===== config.mk =====
export PLATFORM = sky130hd
export DESIGN_NAME = alu_serial_flat
export DESIGN_NICKNAME = d
export VERILOG_FILES = /design/src/rtl/alu_pkg.sv /design/src/rtl/alu_serial_if.sv /design/src/rtl/alu_nibble.sv /design/src/rtl/alu_serial.sv /design/src/flat_wrapper.sv
export SDC_FILE = /design/constraint.sdc
export NUM_CORES = 1
export LEC_CHECK = 0
export BUFFER_PORTS_ARGS = -buffer_cell sky130_fd_sc_hd__buf_2
export CORE_ASPECT_RATIO = 0.8
export CORE_UTILIZATION = 55
export DETAILED_ROUTE_END_ITERATION = 12
export PLACE_DENSITY = 0.83
export SETUP_SLACK_MARGIN = 0.15
export SYNTH_ARGS = -nofsm -noshare
export SYNTH_HDL_FRONTEND = slang
export SYNTH_SLANG_ARGS = --single-unit

===== constraint.sdc =====
create_clock -name clk -period 4.7 [get_ports clk]
set_input_delay 0.235 -clock clk [delete_from_list [all_inputs] [get_ports clk]]
set_output_delay 0.235 -clock clk [all_outputs]
set_load 0.05 [all_outputs]

===== src/rtl/alu_pkg.sv =====
// ---------------------------------------------------------------------------
// | Module : alu_pkg                                                        |
// | Brief  : Op codes, FSM state type and helpers shared by alu_serial.     |
// | Rev    : 1.0  initial release                                           |
// ---------------------------------------------------------------------------
`default_nettype none

package alu_pkg;

  localparam logic [3:0] OP_ADD  = 4'b0011;
  localparam logic [3:0] OP_SUB  = 4'b0111;
  localparam logic [3:0] OP_DBL  = 4'b1011;
  localparam logic [3:0] OP_OR   = 4'b1100;
  localparam logic [3:0] OP_AND  = 4'b1101;
  localparam logic [3:0] OP_XOR  = 4'b1110;
  localparam logic [3:0] OP_PASS = 4'b1111;

  typedef enum logic [1:0] {
    S_IDLE = 2'd0,
    S_RUN  = 2'd1,
    S_DONE = 2'd2
  } state_t;

  function automatic int nstep(input int width, input int dig);
    return width / (4 * dig);
  endfunction

  // Unlisted op codes collapse to pass-through.
  function automatic logic [3:0] norm_op(input logic [3:0] op);
    case (op)
      OP_ADD, OP_SUB, OP_DBL, OP_OR, OP_AND, OP_XOR, OP_PASS: return op;
      default: return OP_PASS;
    endcase
  endfunction

endpackage

`default_nettype wire


===== src/rtl/alu_serial_if.sv =====
// ---------------------------------------------------------------------------
// | Module : alu_serial_if                                                  |
// | Brief  : Start/done handshake, operands and result bundle.              |
// | Rev    : 1.0  initial release                                           |
// ---------------------------------------------------------------------------
`default_nettype none

interface alu_serial_if #(
  parameter int WIDTH = 16
);
  logic             RDY;
  logic             start;
  logic [3:0]       op;
  logic             right;
  logic [WIDTH-1:0] AI;
  logic [WIDTH-1:0] BI;
  logic             CI;
  logic             BCD;
  logic             busy;
  logic             done;
  logic [WIDTH-1:0] OUT;
  logic             CO;
  logic             V;
  logic             Z;
  logic             N;
  logic             HC;

  modport master (
    output RDY, start, op, right, AI, BI, CI, BCD,
    input  busy, done, OUT, CO, V, Z, N, HC
  );

  modport slave (
    input  RDY, start, op, right, AI, BI, CI, BCD,
    output busy, done, OUT, CO, V, Z, N, HC
  );
endinterface

`default_nettype wire


===== src/rtl/alu_nibble.sv =====
// ---------------------------------------------------------------------------
// | Module : alu_nibble                                                     |
// | Brief  : 4-bit slice: binary/BCD add and subtract, bitwise logic ops.   |
// | Rev    : 1.0  initial release                                           |
// ---------------------------------------------------------------------------
`default_nettype none

module alu_nibble
  import alu_pkg::*;
(
  input  logic [3:0] i_a,
  input  logic [3:0] i_b,
  input  logic       i_cin,
  input  logic [3:0] i_op,
  input  logic       i_bcd,
  output logic [3:0] o_r,
  output logic       o_cout,
  output logic       o_s3
);

  logic [3:0] w_bb;
  logic [4:0] w_sum;

  assign w_bb  = (i_op == OP_SUB) ? ~i_b : ((i_op == OP_DBL) ? i_a : i_b);
  assign w_sum = {1'b0, i_a} + {1'b0, w_bb} + {4'b0000, i_cin};
  assign o_s3  = w_sum[3];

  always_comb begin
    o_r    = i_a;
    o_cout = 1'b0;
    case (i_op)
      OP_ADD, OP_SUB, OP_DBL: begin
        o_r    = w_sum[3:0];
        o_cout = w_sum[4];
        if (i_bcd && (i_op == OP_ADD) && (w_sum > 5'd9)) begin
          o_r    = w_sum[3:0] + 4'd6;
          o_cout = 1'b1;
        end
        // A borrowing decimal digit wraps 0..15 back into 0..9.
        if (i_bcd && (i_op == OP_SUB) && !w_sum[4]) begin
          o_r    = w_sum[3:0] + 4'hA;
          o_cout = 1'b0;
        end
      end
      OP_OR:   o_r = i_a | i_b;
      OP_AND:  o_r = i_a & i_b;
      OP_XOR:  o_r = i_a ^ i_b;
      default: o_r = i_a;
    endcase
  end

endmodule

`default_nettype wire


===== src/rtl/alu_serial.sv =====
// ---------------------------------------------------------------------------
// | Module : alu_serial                                                     |
// | Brief  : Multi-cycle nibble-serial ALU with start/done handshake.       |
// | Rev    : 1.0  initial release                                           |
// ---------------------------------------------------------------------------
`default_nettype none

module alu_serial
  import alu_pkg::*;
#(
  parameter int WIDTH = 16,
  parameter int DIG   = 1
) (
  input  logic         clk,
  input  logic         reset,
  alu_serial_if.slave  bus
);

  localparam int NSTEP = nstep(WIDTH, DIG);
  localparam int CW    = (NSTEP > 1) ? $clog2(NSTEP) : 1;
  localparam int SW    = 4 * DIG;

  state_t           r_state, w_next;
  logic [CW-1:0]    r_cnt;
  logic [WIDTH-1:0] r_a, r_b, r_acc, r_out;
  logic [3:0]       r_op;
  logic             r_bcd, r_right, r_c, r_hc_lat;
  logic             r_co, r_v, r_z, r_n, r_hc;
  logic             w_accept, w_last, w_busy, w_done;
  logic             w_arith, w_bb3, w_v, w_hc;
  logic [3:0]       w_op_in;
  logic [SW-1:0]    w_chunk;
  logic [DIG:0]     w_c;
  logic [DIG-1:0]   w_s3;
  logic [WIDTH-1:0] w_final;

  assign w_accept = bus.RDY && bus.start && (r_state != S_RUN);
  assign w_last   = (r_cnt == CW'(NSTEP - 1));
  assign w_op_in  = norm_op(bus.op);

  always_ff @(posedge clk or posedge reset) begin
    if (reset) begin
      r_state <= S_IDLE;
    end else if (bus.RDY) begin
      r_state <= w_next;
    end
  end

  always_comb begin
    w_next = r_state;
    w_busy = 1'b0;
    w_done = 1'b0;
    case (r_state)
      S_IDLE: if (bus.start) w_next = S_RUN;
      S_RUN: begin
        w_busy = 1'b1;
        if (w_last) w_next = S_DONE;
      end
      S_DONE: begin
        w_done = 1'b1;
        w_next = bus.start ? S_RUN : S_IDLE;
      end
      default: w_next = S_IDLE;
    endcase
  end

  assign w_c[0] = r_c;
  for (genvar gi = 0; gi < DIG; gi++) begin : g_nib
    alu_nibble u_nib (
      .i_a    (r_a[4*gi +: 4]),
      .i_b    (r_b[4*gi +: 4]),
      .i_cin  (w_c[gi]),
      .i_op   (r_op),
      .i_bcd  (r_bcd),
      .o_r    (w_chunk[4*gi +: 4]),
      .o_cout (w_c[gi+1]),
      .o_s3   (w_s3[gi])
    );
  end

  assign w_arith = (r_op == OP_ADD) || (r_op == OP_SUB) || (r_op == OP_DBL);
  assign w_bb3   = (r_op == OP_SUB) ? ~r_b[SW-1] : ((r_op == OP_DBL) ? r_a[SW-1] : r_b[SW-1]);
  assign w_v     = w_arith && (r_a[SW-1] ^ w_s3[DIG-1]) && (w_bb3 ^ w_s3[DIG-1]);
  assign w_hc    = (r_cnt == '0) ? w_c[1] : r_hc_lat;
  assign w_final = (r_acc >> SW) | (WIDTH'(w_chunk) << (WIDTH - SW));

  // Rotate is pre-applied to the operand and then streamed as a pass op.
  always_ff @(posedge clk or posedge reset) begin
    if (reset) begin
      r_cnt    <= '0;
      r_a      <= '0;
      r_b      <= '0;
      r_acc    <= '0;
      r_op     <= '0;
      r_bcd    <= 1'b0;
      r_right  <= 1'b0;
      r_c      <= 1'b0;
      r_hc_lat <= 1'b0;
      r_out    <= '0;
      r_co     <= 1'b0;
      r_v      <= 1'b0;
      r_z      <= 1'b0;
      r_n      <= 1'b0;
      r_hc     <= 1'b0;
    end else if (bus.RDY) begin
      if (w_accept) begin
        r_cnt   <= '0;
        r_b     <= bus.BI;
        r_acc   <= '0;
        r_bcd   <= bus.BCD;
        r_right <= bus.right;
        if (bus.right) begin
          r_a  <= {bus.CI, bus.AI[WIDTH-1:1]};
          r_op <= OP_PASS;
          r_c  <= bus.AI[0];
        end else begin
          r_a  <= bus.AI;
          r_op <= w_op_in;
          r_c  <= ((w_op_in == OP_ADD) || (w_op_in == OP_SUB)) ? bus.CI : 1'b0;
        end
      end else if (r_state == S_RUN) begin
        r_cnt <= r_cnt + CW'(1);
        r_a   <= r_a >> SW;
        r_b   <= r_b >> SW;
        r_acc <= w_final;
        if (!r_right) r_c <= w_c[DIG];
        if (r_cnt == '0) r_hc_lat <= w_c[1];
        if (w_last) begin
          r_out <= w_final;
          r_co  <= r_right ? r_c : w_c[DIG];
          r_v   <= w_v;
          r_z   <= (w_final == '0);
          r_n   <= w_final[WIDTH-1];
          r_hc  <= w_hc;
        end
      end
    end
  end

  assign bus.busy = w_busy;
  assign bus.done = w_done;
  assign bus.OUT  = r_out;
  assign bus.CO   = r_co;
  assign bus.V    = r_v;
  assign bus.Z    = r_z;
  assign bus.N    = r_n;
  assign bus.HC   = r_hc;

endmodule

`default_nettype wire


===== src/flat_wrapper.sv =====
// flat-port wrapper written by rule: the top's interface ports become plain ports
module alu_serial_flat import alu_pkg::*;
#(
  parameter int WIDTH = 16,
  parameter int DIG   = 1
)
  (clk, reset, bus_RDY, bus_start, bus_op, bus_right, bus_AI, bus_BI, bus_CI, bus_BCD, bus_busy, bus_done, bus_OUT, bus_CO, bus_V, bus_Z, bus_N, bus_HC);
  alu_serial_if #(.WIDTH(WIDTH)) bus_i ();
  input  logic clk;
  input  logic reset;
  input wire logic [$bits(bus_i.RDY)-1:0] bus_RDY;
  input wire logic [$bits(bus_i.start)-1:0] bus_start;
  input wire logic [$bits(bus_i.op)-1:0] bus_op;
  input wire logic [$bits(bus_i.right)-1:0] bus_right;
  input wire logic [$bits(bus_i.AI)-1:0] bus_AI;
  input wire logic [$bits(bus_i.BI)-1:0] bus_BI;
  input wire logic [$bits(bus_i.CI)-1:0] bus_CI;
  input wire logic [$bits(bus_i.BCD)-1:0] bus_BCD;
  output wire logic [$bits(bus_i.busy)-1:0] bus_busy;
  output wire logic [$bits(bus_i.done)-1:0] bus_done;
  output wire logic [$bits(bus_i.OUT)-1:0] bus_OUT;
  output wire logic [$bits(bus_i.CO)-1:0] bus_CO;
  output wire logic [$bits(bus_i.V)-1:0] bus_V;
  output wire logic [$bits(bus_i.Z)-1:0] bus_Z;
  output wire logic [$bits(bus_i.N)-1:0] bus_N;
  output wire logic [$bits(bus_i.HC)-1:0] bus_HC;
  assign bus_i.RDY = bus_RDY;
  assign bus_i.start = bus_start;
  assign bus_i.op = bus_op;
  assign bus_i.right = bus_right;
  assign bus_i.AI = bus_AI;
  assign bus_i.BI = bus_BI;
  assign bus_i.CI = bus_CI;
  assign bus_i.BCD = bus_BCD;
  assign bus_busy = bus_i.busy;
  assign bus_done = bus_i.done;
  assign bus_OUT = bus_i.OUT;
  assign bus_CO = bus_i.CO;
  assign bus_V = bus_i.V;
  assign bus_Z = bus_i.Z;
  assign bus_N = bus_i.N;
  assign bus_HC = bus_i.HC;
  alu_serial #(.WIDTH(WIDTH), .DIG(DIG)) u_core (.clk(clk), .reset(reset), .bus(bus_i));
endmodule

==> results of run 1 <==
layer usage:
metal	track usage, %	vias up
li1	-	1658
met1	39.8	1677
met2	40.3	153
met3	6.30	18
met4	9.26	0
met5	0	-
per-stage QoR:
| step | power [mW] | util, % | setup slack [ns] | cell area [sq um] | instances |
|---|---|---|---|---|---|
| final | 4.02 | 66.7 | 0.775 | 4730 | 580 |
| after CTS | 3.99 | 66.7 | 0.809 | 4730 | 580 |
| after detailed placement | 3.41 | 63.5 | 0.821 | 4510 | 565 |
| after global routing | 4.30 | 66.7 | 0.553 | 4730 | 580 |
| after floorplan | 2.88 | - | 1.26 | 4150 | 435 |
| after global placement | 3.32 | 63.5 | 0.952 | 4510 | 565 |
registers in the layout, summed over array words and instances, names as in the netlist, 2 cells and up:
| register | flops |
|---|---|
| u_core.r_acc | 12 |
| u_core.r_state | 2 |
| u_core.r_cnt | 2 |
| u_core.r_b | 16 |
| u_core.r_op | 4 |
| u_core.r_a | 16 |
| u_core.bus.OUT | 16 |
final timing paths:
path,end,slack [ns],cells past startpoint
hold reg to reg,u_core.bus.OUT[12],0.49,2
hold / removal,u_core.r_bcd,0.08,3
max in group asynchronous,u_core.r_acc[4],3.95,3
setup / recovery,u_core.bus.OUT[13],0.77,13
min in group asynchronous,u_core.r_b[13],0.17,3
setup reg to reg,u_core.bus.OUT[13],0.77,13
cell type report:
cell class | count | area share [%]
inverters | 22 | 1.75
clock buffers | 10 | 2.91
flip-flops and latches | 76 | 40.2
multi-input cells | 310 | 43.4
clock inverters | 5 | 1.80
well taps | 87 | 2.30
repair buffers | 70 | 7.67
critical path, stage by stage, from the launching register on:
cell,delay [ns]
dfrtp_1,0.56
and2_1,0.32
nand2_1,0.15
o22ai_1,0.10
o21ai_0,0.14
o21ai_0,0.12
fa_1,0.41
fa_1,0.46
or2b_1,0.28
a21oi_2,0.25
a211oi_1,0.10
or3_1,0.36
a41o_1,0.29
mux2_2,0.28
layout by cell type (no fill, tap or decap), drive strengths merged, types with 2 or more instances in the layout:
cell type	netlist	final
dfrtp	76	76
buf	6	70
nand2	52	52
o21ai	42	42
nor2	38	38
a21oi	30	30
inv	22	23
o22ai	22	22
mux2	21	21
mux2i	19	19
ha	15	15
a22o	14	14
clkbuf	21	10
nand3	8	8
a22oi	5	5
a221oi	4	4
nand2b	3	3
nor4	3	3
and2	2	2
o32ai	2	2
nor3	2	2
nand3b	2	2
fa	2	2
bufinv	0	2
xor2	2	2
o31ai	2	2
kinds of logic after synthesis:
family | synth area share (%)
AO/OA/AOI/OAI | 20.6
AND/OR/NAND/NOR | 12.2
flip-flops | 45.9
buffers and inverters | 4.71
multiplexers | 10.3
adder cells (fa/ha/maj) | 5.49
XOR/XNOR | 0.815
power breakdown:
group / internal, mW / total [mW] / switching [mW]
clock network: 0.313 / 0.557 / 0.243
registers: 0.930 / 1.22 / 0.291
logic: 0.829 / 2.24 / 1.41
==> metrics, run 1 <==
global-route usage over all layers=between 20 and 30%; crit path time final=a little under 4 ns; die outline width=99.1 um; number of levels the H-tree was split into=3; flip-flop and latch count after synthesis=between 70 and 80; detail-routed via count per cell=around 6.0; maximum number of pins on one net before global-route repair=77; arrival time of data at the critical path endpoint=between 4 and 5 ns; routed length per instance=between 15 and 20 um; Worst R2R Start=u_core.r_op[0]; HPWL after detailed placement=around 7000 um; PwrDens=850 nW/um^2; count of pins on the block boundary=66; Syn-to-layout area delta=14.1%; post-synthesis instance area=just over 4000 sq um; floorplan die area=between 7000 and 8000 sq um; post-CTS setup buffer count=0; CP max FO=16; mean cell area of the mapped netlist=between 9 and 10 sq um; Clock Path Buffers=2; row count=27; final-report max-slew violation count=0; sum of met3 wire segment lengths after detailed routing=between 700 and 800 um; Peak supply drop=~0.48 mV; Final GP Congestion=about 0.9; most instantiated library cell after synthesis=dfrtp_1; final hold violations=0; wire length of the first global-routing pass=roughly 17,000 um; highest layer used for signal routing=met4; number of resized instances in the post-cts repair step=0; area taken by flip-flops and latches=1900 sq um; static leakage power=2.30 nW; WP data required=between 4 and 5 ns; outcome=complete, no violations; Max-Slew Margin vs Limit=between 30% and 40%; number of warnings reported in the yosys synthesis log=0; worst hold path class=in -> reg; hold path startpoint=bus_BCD; remaining antenna violation count=0; DR vias=approximately 3.5k; number of optimization iterations in the first detailed-route pass=5; diode count=0; final WL=roughly 10000 um; hold buffer count at CTS=0; number of global-route vias before repair=3,422; slew at the pin closest to its max-slew limit=0.916 ns; count of mapped cells out of synthesis=435; fill count=548; fraction of layout instances using a drive strength above 1=a little under a quarter; insertion delay to the later sink of the worst-skew pair=between 0.3 and 0.4 ns; total negative slack=0 ns; met2 wire length=between 4000 and 5000 um; count of different cell masters after synthesis=53; number of maximum-capacitance constraint violations=0; count of routing violations after the opening detailed-route iteration=between 200 and 300; RSZ-0062 raised after global routing=false; cell at the root of the clock tree=clkbuf_8; number of endpoints failing setup at the final stage=0; cts bufs inserted=9; share of flip-flops with an asynchronous set or reset after synthesis=100%; maximum achievable frequency=roughly 0.25 GHz; Startpoint Class=flop; post-synth top area cell=dfrtp_1; final clock period utilization by the worst path=83.5%; worst setup path start=u_core.r_op[0]; TritonCTS clock tree=yes; clock sink total=76; met1 wire length=around 4600 um; CP endpoint kind=flop; Total Nets Final=549; # port buffers=65; residual DRC count=0; synthesized netlist net count=around 500; Core ar.=7090 sq um; most common library cells after synthesis=76 x dfrtp_1, 52 x nand2_1, 41 x o21ai_0; total grt overflow=0; area occupied by multi-input gates=just over 2000 sq um; sequential cell area fraction in the yosys report=between 40% and 50%; final clock skew=about 0.013 ns; Synth top area share=a little under half; Clock transition at path regs=0.08 ns; initial antenna violation count=0; critical path type=reg -> reg; top_reg_cell synth=dfrtp_1; worst hold slack=between 0.07 and 0.08 ns; number of synthesized flops with an enable pin=0; Die Ht=~80 um; Initial Util=around three fifths; dominant cells by area after synthesis=dfrtp_1 46%, mux2_2 5.7%, o21ai_0 5.0%
No activity file was read; power rests on OpenSTA's default activity.
==> run 2: changes to the inputs <==
CORE_UTILIZATION = 51   (was 55)
PLACE_DENSITY = 0.81   (was 0.83)
clock period = 3.4 ns   (was 4.7 ns; I/O delays follow)
==> metrics, run 2 (synthesized netlist as in run 1, its figures left out) <==
hold path startpoint=bus_BI[13] (was bus_BCD); Core ar.=7910 sq um (was 7090 sq um); fill count=662 (was 548); clock sink total=76 (unchanged); wire length of the first global-routing pass=16,600 um (was 16,700 um); final clock period utilization by the worst path=99.5% (was 83.5%); Clock Path Buffers=2 (unchanged); outcome=complete, no violations (unchanged); setup slack, reg-to-reg=0.02 ns (was 0.77 ns); final clock skew=0.0119 ns (was 0.0129 ns); DR vias=3,633 (was 3,506); slew at the pin closest to its max-slew limit=0.836 ns (was 0.916 ns); critical path type=reg -> reg (unchanged); diode count=0 (unchanged); Worst R2R Start=u_core.r_op[3] (was u_core.r_op[0]); worst hold path class=in -> reg (unchanged); number of maximum-capacitance constraint violations=0 (unchanged); worst reg2reg path depth=14 (was 13); worst hold path endpoint=u_core.r_b[13] (was u_core.r_bcd); internal cell power=3.00 mW (was 2.07 mW); Initial Util=52.4% (was 58.4%); total grt overflow=0 (unchanged); static leakage power=2.37 nW (was 2.30 nW); floorplan die area=8490 sq um (was 7890 sq um); count of routing violations after the opening detailed-route iteration=200 (was 251); cts bufs inserted=9 (unchanged); insertion delay to the later sink of the worst-skew pair=0.36 ns (was 0.35 ns); fraction of layout instances using a drive strength above 1=28.6% (was 23.7%); Startpoint Class=flop (unchanged); final WL=10,300 um (was 9970 um); detail-routed via count per cell=5.87 (was 6.04); Final GP Congestion=0.983 (was 0.925); number of levels the H-tree was split into=3 (unchanged); routed length per instance=16.7 um (was 17.2 um); Syn-to-layout area delta=18.9% (was 14.1%); Critical R2R Capture=u_core.bus.Z (was u_core.bus.OUT[13]); Total Nets Final=566 (was 549); final-report max-slew violation count=0 (unchanged); CP max FO=11 (was 16); residual DRC count=0 (unchanged); count of pins on the block boundary=66 (unchanged); WP data required=3.68 ns (was 4.94 ns); die outline width=103 um (was 99.1 um); maximum achievable frequency=0.296 GHz (was 0.255 GHz); worst hold slack=0.0322 ns (was 0.0778 ns); remaining antenna violation count=0 (unchanged); # port buffers=65 (unchanged); leading cell type in the layout, fill and taps excluded=dfrtp_1 (unchanged); Placed Cells incl. Taps=596 (was 565); post-route insts no fill=619 (was 580); combinational share of power=61.7% (was 55.8%); Clock transition at path regs=0.09 ns (was 0.08 ns); HPWL after detailed placement=7300 um (was 7110 um); Die Ht=82.6 um (was 79.7 um); register share of total power=27.5% (was 30.4%); total negative slack=0 ns (unchanged); total design power=5.90 mW (was 4.02 mW); row count=29 (was 27); most frequent cells in the layout=76 x dfrtp_1, 65 x buf_2, 51 x nand2_1 (was 76 x dfrtp_1, 65 x buf_2, 52 x nand2_1); maximum number of pins on one net before global-route repair=40 (was 77); final hold violations=0 (unchanged); initial antenna violation count=0 (unchanged); Peak supply drop=0.633 mV (was 0.476 mV); global-route usage over all layers=26.0% (was 27.3%); number of global-route vias before repair=3,521 (was 3,422); PwrDens=1200 nW/um^2 (was 850 nW/um^2); CP endpoint kind=flop (unchanged); Max-Slew Margin vs Limit=44.1% (was 38.9%); crit path time final=3.38 ns (was 3.93 ns); switching power=2.90 mW (was 1.95 mW); cell at the root of the clock tree=clkbuf_8 (unchanged); cell count of the worst hold path=2 (was 3); arrival time of data at the critical path endpoint=3.66 ns (was 4.16 ns); switching portion of total power=49.1% (was 48.5%); RSZ-0062 raised after global routing=true (was false); fraction of power consumed by the clock network=10.8% (was 13.8%); number of endpoints failing setup at the final stage=0 (unchanged); TritonCTS clock tree=yes (unchanged); number of optimization iterations in the first detailed-route pass=5 (unchanged)
run 2: cell count changes in the layout (fill, tap and decap cells not counted), sizes merged:
cell	previous run	this run
clkinv	1	3
dlygate4sd3	0	2
clkinvlp	1	2
bufinv	2	0
inv	23	22
clkbuf	10	11
buf	70	85
run 2: worst max path at each step:
| stage | startpoint | end | cells after the start |
|---|---|---|---|
| finish | u_core.r_op[3] | u_core.bus.Z | 14 |
| global route | u_core.r_op[3] | u_core.bus.Z | 14 |
| CTS | u_core.r_op[3] | u_core.bus.Z | 14 |
| detailed placement | u_core.r_op[0] | u_core.bus.Z | 15 |
| global placement | u_core.r_op[0] | u_core.bus.OUT[13] | 13 |
| floorplan | u_core.r_op[0] | u_core.bus.OUT[13] | 14 |
run 2: what timing repair did:
item	CTS	global route
hold endpoints to repair	26	0
pin swaps	2	6
hold buffers	2	0
setup endpoints to repair	7	11
buffers inserted	1	4
resized for setup	4	13
run 2: layout make-up:
type	count	area [sq um]	share of cell area [%]
clock inverters	5	37.5	0.762
clock buffers	11	141	2.87
repair buffers	87	495	10.1
inverters	22	82.6	1.68
well taps	108	135	2.74
multi-input cells	310	2130	43.3
flip-flops and latches	76	1900	38.6
run 2: per-layer routing:
layer	part of all wire (%)	vias up	GRT usage (%)	routed length, um
met4	2.2	0	10.6	228
li1	-	1704	-	-
met2	46	131	40.7	4730
met5	0	-	0	0
met3	6.5	27	6.40	670
met1	46	1771	34.8	4710
run 2: power by group through the flow:
stage / clock network [mW] / logic (mW) / registers (mW)
floorplan: 0 / 2.21 / 1.83
global placement: 0 / 3.07 / 1.60
detailed placement: 0 / 3.17 / 1.62
CTS: 0.644 / 3.30 / 1.61
global route: 0.678 / 4.00 / 1.67
finish: 0.638 / 3.64 / 1.62
run 2: critical path, cell delays in order (launching register included):
cell	delay (ns)
dfrtp_1	0.41
buf_4	0.18
nand2_2	0.11
o22ai_1	0.10
o21ai_2	0.14
o21ai_2	0.08
fa_2	0.41
fa_2	0.43
or2b_1	0.30
a21o_2	0.24
nand2_1	0.09
a2bb2oi_1	0.16
nor2_1	0.08
a221o_1	0.35
o31ai_2	0.22
run 2: metrics by stage:
stage               utilization [%]  instance area, sq um  setup WS (ns)
CTS                            61.3                  4850          0.134
floorplan                         -                  4160          0.160
detailed placement             58.4                  4620      -0.000218
global route                   62.3                  4930         -0.152
finish                         62.3                  4930         0.0184
global placement               58.4                  4620          0.182
==> run 3: changes to the inputs <==
--- a/config.mk
+++ b/config.mk
@@ -12,2 +12,3 @@
 export PLACE_DENSITY = 0.81
+export RECOVER_POWER = 25
 export SETUP_SLACK_MARGIN = 0.15
--- a/constraint.sdc
+++ b/constraint.sdc
@@ -3,2 +3,2 @@
 set_output_delay 0.17 -clock clk [all_outputs]
-set_load 0.05 [all_outputs]
+set_load 0.02 [all_outputs]
==> metrics, run 3 (synthesized netlist as in run 1, its figures left out) <==
final hold violations=0 (unchanged); CP max FO=11 (unchanged); Syn-to-layout area delta=18.4% (was 18.9%); worst slack after detailed placement=-0.000218 ns (unchanged); register share of total power=28.8% (was 27.5%); core utilization of the finished layout=62.1% (was 62.3%); highest layer used for signal routing=met4 (unchanged); initial antenna violation count=0 (unchanged); maximum achievable frequency=0.295 GHz (was 0.296 GHz); count of pins on the block boundary=66 (unchanged); clock sink total=76 (unchanged); sum of met3 wire segment lengths after detailed routing=713 um (was 670 um); arrival time of data at the critical path endpoint=3.66 ns (about the same); final clock skew=0.0103 ns (was 0.0119 ns); wire length of the first global-routing pass=16,600 um (unchanged); Peak supply drop=0.625 mV (was 0.633 mV); WP data required=3.68 ns (about the same); diode count=0 (unchanged); total negative slack=0 ns (unchanged); cell area after placement=4620 sq um (unchanged); Final GP Congestion=0.983 (unchanged); crit path time final=3.38 ns (about the same); number of maximum-capacitance constraint violations=0 (unchanged); global-route usage over all layers=26.0% (unchanged); number of global-route vias before repair=3,521 (unchanged); met2 wire length=4700 um (was 4730 um); fill count=666 (was 662); Total Nets Final=566 (unchanged); worst hold path class=in -> reg (unchanged); maximum number of pins on one net before global-route repair=40 (unchanged); PwrDens=1150 nW/um^2 (was 1200 nW/um^2); number of optimization iterations in the first detailed-route pass=5 (unchanged); Core ar.=7910 sq um (unchanged); total grt overflow=0 (unchanged); cell at the root of the clock tree=clkbuf_8 (unchanged); number of endpoints failing setup at the final stage=0 (unchanged); routed length per instance=16.7 um (about the same); cell count of the worst hold path=2 (unchanged); detail-routed via count per cell=5.87 (about the same); Max-Slew Margin vs Limit=31.0% (was 44.1%); switching power=2.66 mW (was 2.90 mW); final WL=10,400 um (was 10,300 um); internal cell power=2.98 mW (was 3.00 mW); cts bufs inserted=9 (unchanged); final-report max-slew violation count=0 (unchanged); leading cell type in the layout, fill and taps excluded=dfrtp_1 (unchanged); row count=29 (unchanged); combinational share of power=59.9% (was 61.7%); remaining antenna violation count=0 (unchanged); CP endpoint kind=flop (unchanged); Clock transition at path regs=0.09 ns (about the same); Startpoint Class=flop (unchanged); count of routing violations after the opening detailed-route iteration=217 (was 200); number of levels the H-tree was split into=3 (unchanged); outcome=complete, no violations (unchanged); switching portion of total power=47.1% (was 49.1%); Final Cell Area=4910 sq um (was 4930 sq um); slew at the pin closest to its max-slew limit=1.03 ns (was 0.836 ns); critical path type=reg -> reg (unchanged); final clock period utilization by the worst path=99.5% (about the same); Die Ht=82.6 um (unchanged); HPWL after detailed placement=7300 um (unchanged); met1 wire length=4720 um (was 4710 um); fraction of layout instances using a drive strength above 1=25.2% (was 28.6%); # port buffers=65 (unchanged); die outline width=103 um (unchanged); Clock Path Buffers=2 (unchanged); floorplan die area=8490 sq um (unchanged); insertion delay to the later sink of the worst-skew pair=0.36 ns (about the same); residual DRC count=0 (unchanged); final critical-path setup slack=0.0157 ns (was 0.0184 ns); worst reg2reg path depth=14 (unchanged); DR vias=3,631 (was 3,633); Initial Util=52.4% (unchanged); RSZ-0062 raised after global routing=true (unchanged); TritonCTS clock tree=yes (unchanged); fraction of power consumed by the clock network=11.3% (was 10.8%); static leakage power=2.31 nW (was 2.37 nW); most frequent cells in the layout=76 x dfrtp_1, 51 x nand2_1, 49 x buf_2 (was 76 x dfrtp_1, 65 x buf_2, 51 x nand2_1)
run 3: cell count changes in the layout (fill, tap and decap cells not counted):
cell / before / now
clkbuf_1: 1 / 17
buf_2: 65 / 49
inv_1: 21 / 22
inv_2: 1 / 0
run 3: path summary, 6_finish.rpt:
| path | start | endpoint | slack [ns] |
|---|---|---|---|
| max | u_core.r_op[3] | u_core.bus.Z | 0.02 |
| min | bus_BI[13] | u_core.r_b[13] | 0.03 |
| max reg2reg | u_core.r_op[3] | u_core.bus.Z | 0.02 |
| min reg2reg | u_core.r_a[13] | u_core.r_a[13] | 0.49 |
| max in group asynchronous | reset | u_core.bus.OUT[14] | 1.80 |
| min in group asynchronous | reset | u_core.bus.OUT[10] | 0.61 |
run 3: final cells by class:
cell class	count	area (sq um)	share of cell area, %
Clock buffer	11	141	2.88
Inverter	22	82.6	1.68
Multi-Input combinational cell	310	2130	43.5
Timing Repair Buffer	87	475	9.69
Sequential cell	76	1900	38.7
Tap cell	108	135	2.75
Clock inverter	5	37.5	0.765
run 3: repair_timing:
action,CTS,global route
hold buffers,2,0
pin swaps,2,6
setup endpoints to repair,7,11
cloned,0,0
setup buffers,1,4
resized for setup,4,13
endpoints found under the hold margin,26,0
run 3: metrics by stage:
stage / cells / power (mW) / hold WS [ns]
global route: 619 / 6.10 / 0.0226
CTS: 615 / 5.32 / 0.0224
global placement: 596 / 4.44 / 0.247
floorplan: 435 / 3.81 / 0.275
detailed placement: 596 / 4.56 / 0.254
finish: 619 / 5.64 / 0.0318
run 3: metal layers:
| layer | vias up | GRT usage [%] |
|---|---|---|
| li1 | 1704 | - |
| met3 | 31 | 6.40 |
| met5 | - | 0 |
| met1 | 1761 | 34.8 |
| met2 | 135 | 40.7 |
| met4 | 0 | 10.6 |
run 3: power groups by stage:
stage / registers (mW) / logic (mW) / clock network, mW
after floorplan: 1.63 / 2.18 / 0
after global placement: 1.60 / 2.84 / 0
after detailed placement: 1.62 / 2.94 / 0
after CTS: 1.61 / 3.07 / 0.644
after global routing: 1.68 / 3.75 / 0.678
final: 1.63 / 3.38 / 0.637
run 3: worst max-delay path: stages, from the launching register on:
cell	delay (ns)
dfrtp_1	0.41
buf_4	0.18
nand2_2	0.11
o22ai_1	0.10
o21ai_2	0.14
o21ai_2	0.08
fa_2	0.41
fa_2	0.43
or2b_1	0.30
a21o_2	0.23
nand2_1	0.09
a2bb2oi_1	0.16
nor2_1	0.08
a221o_1	0.35
o31ai_2	0.22
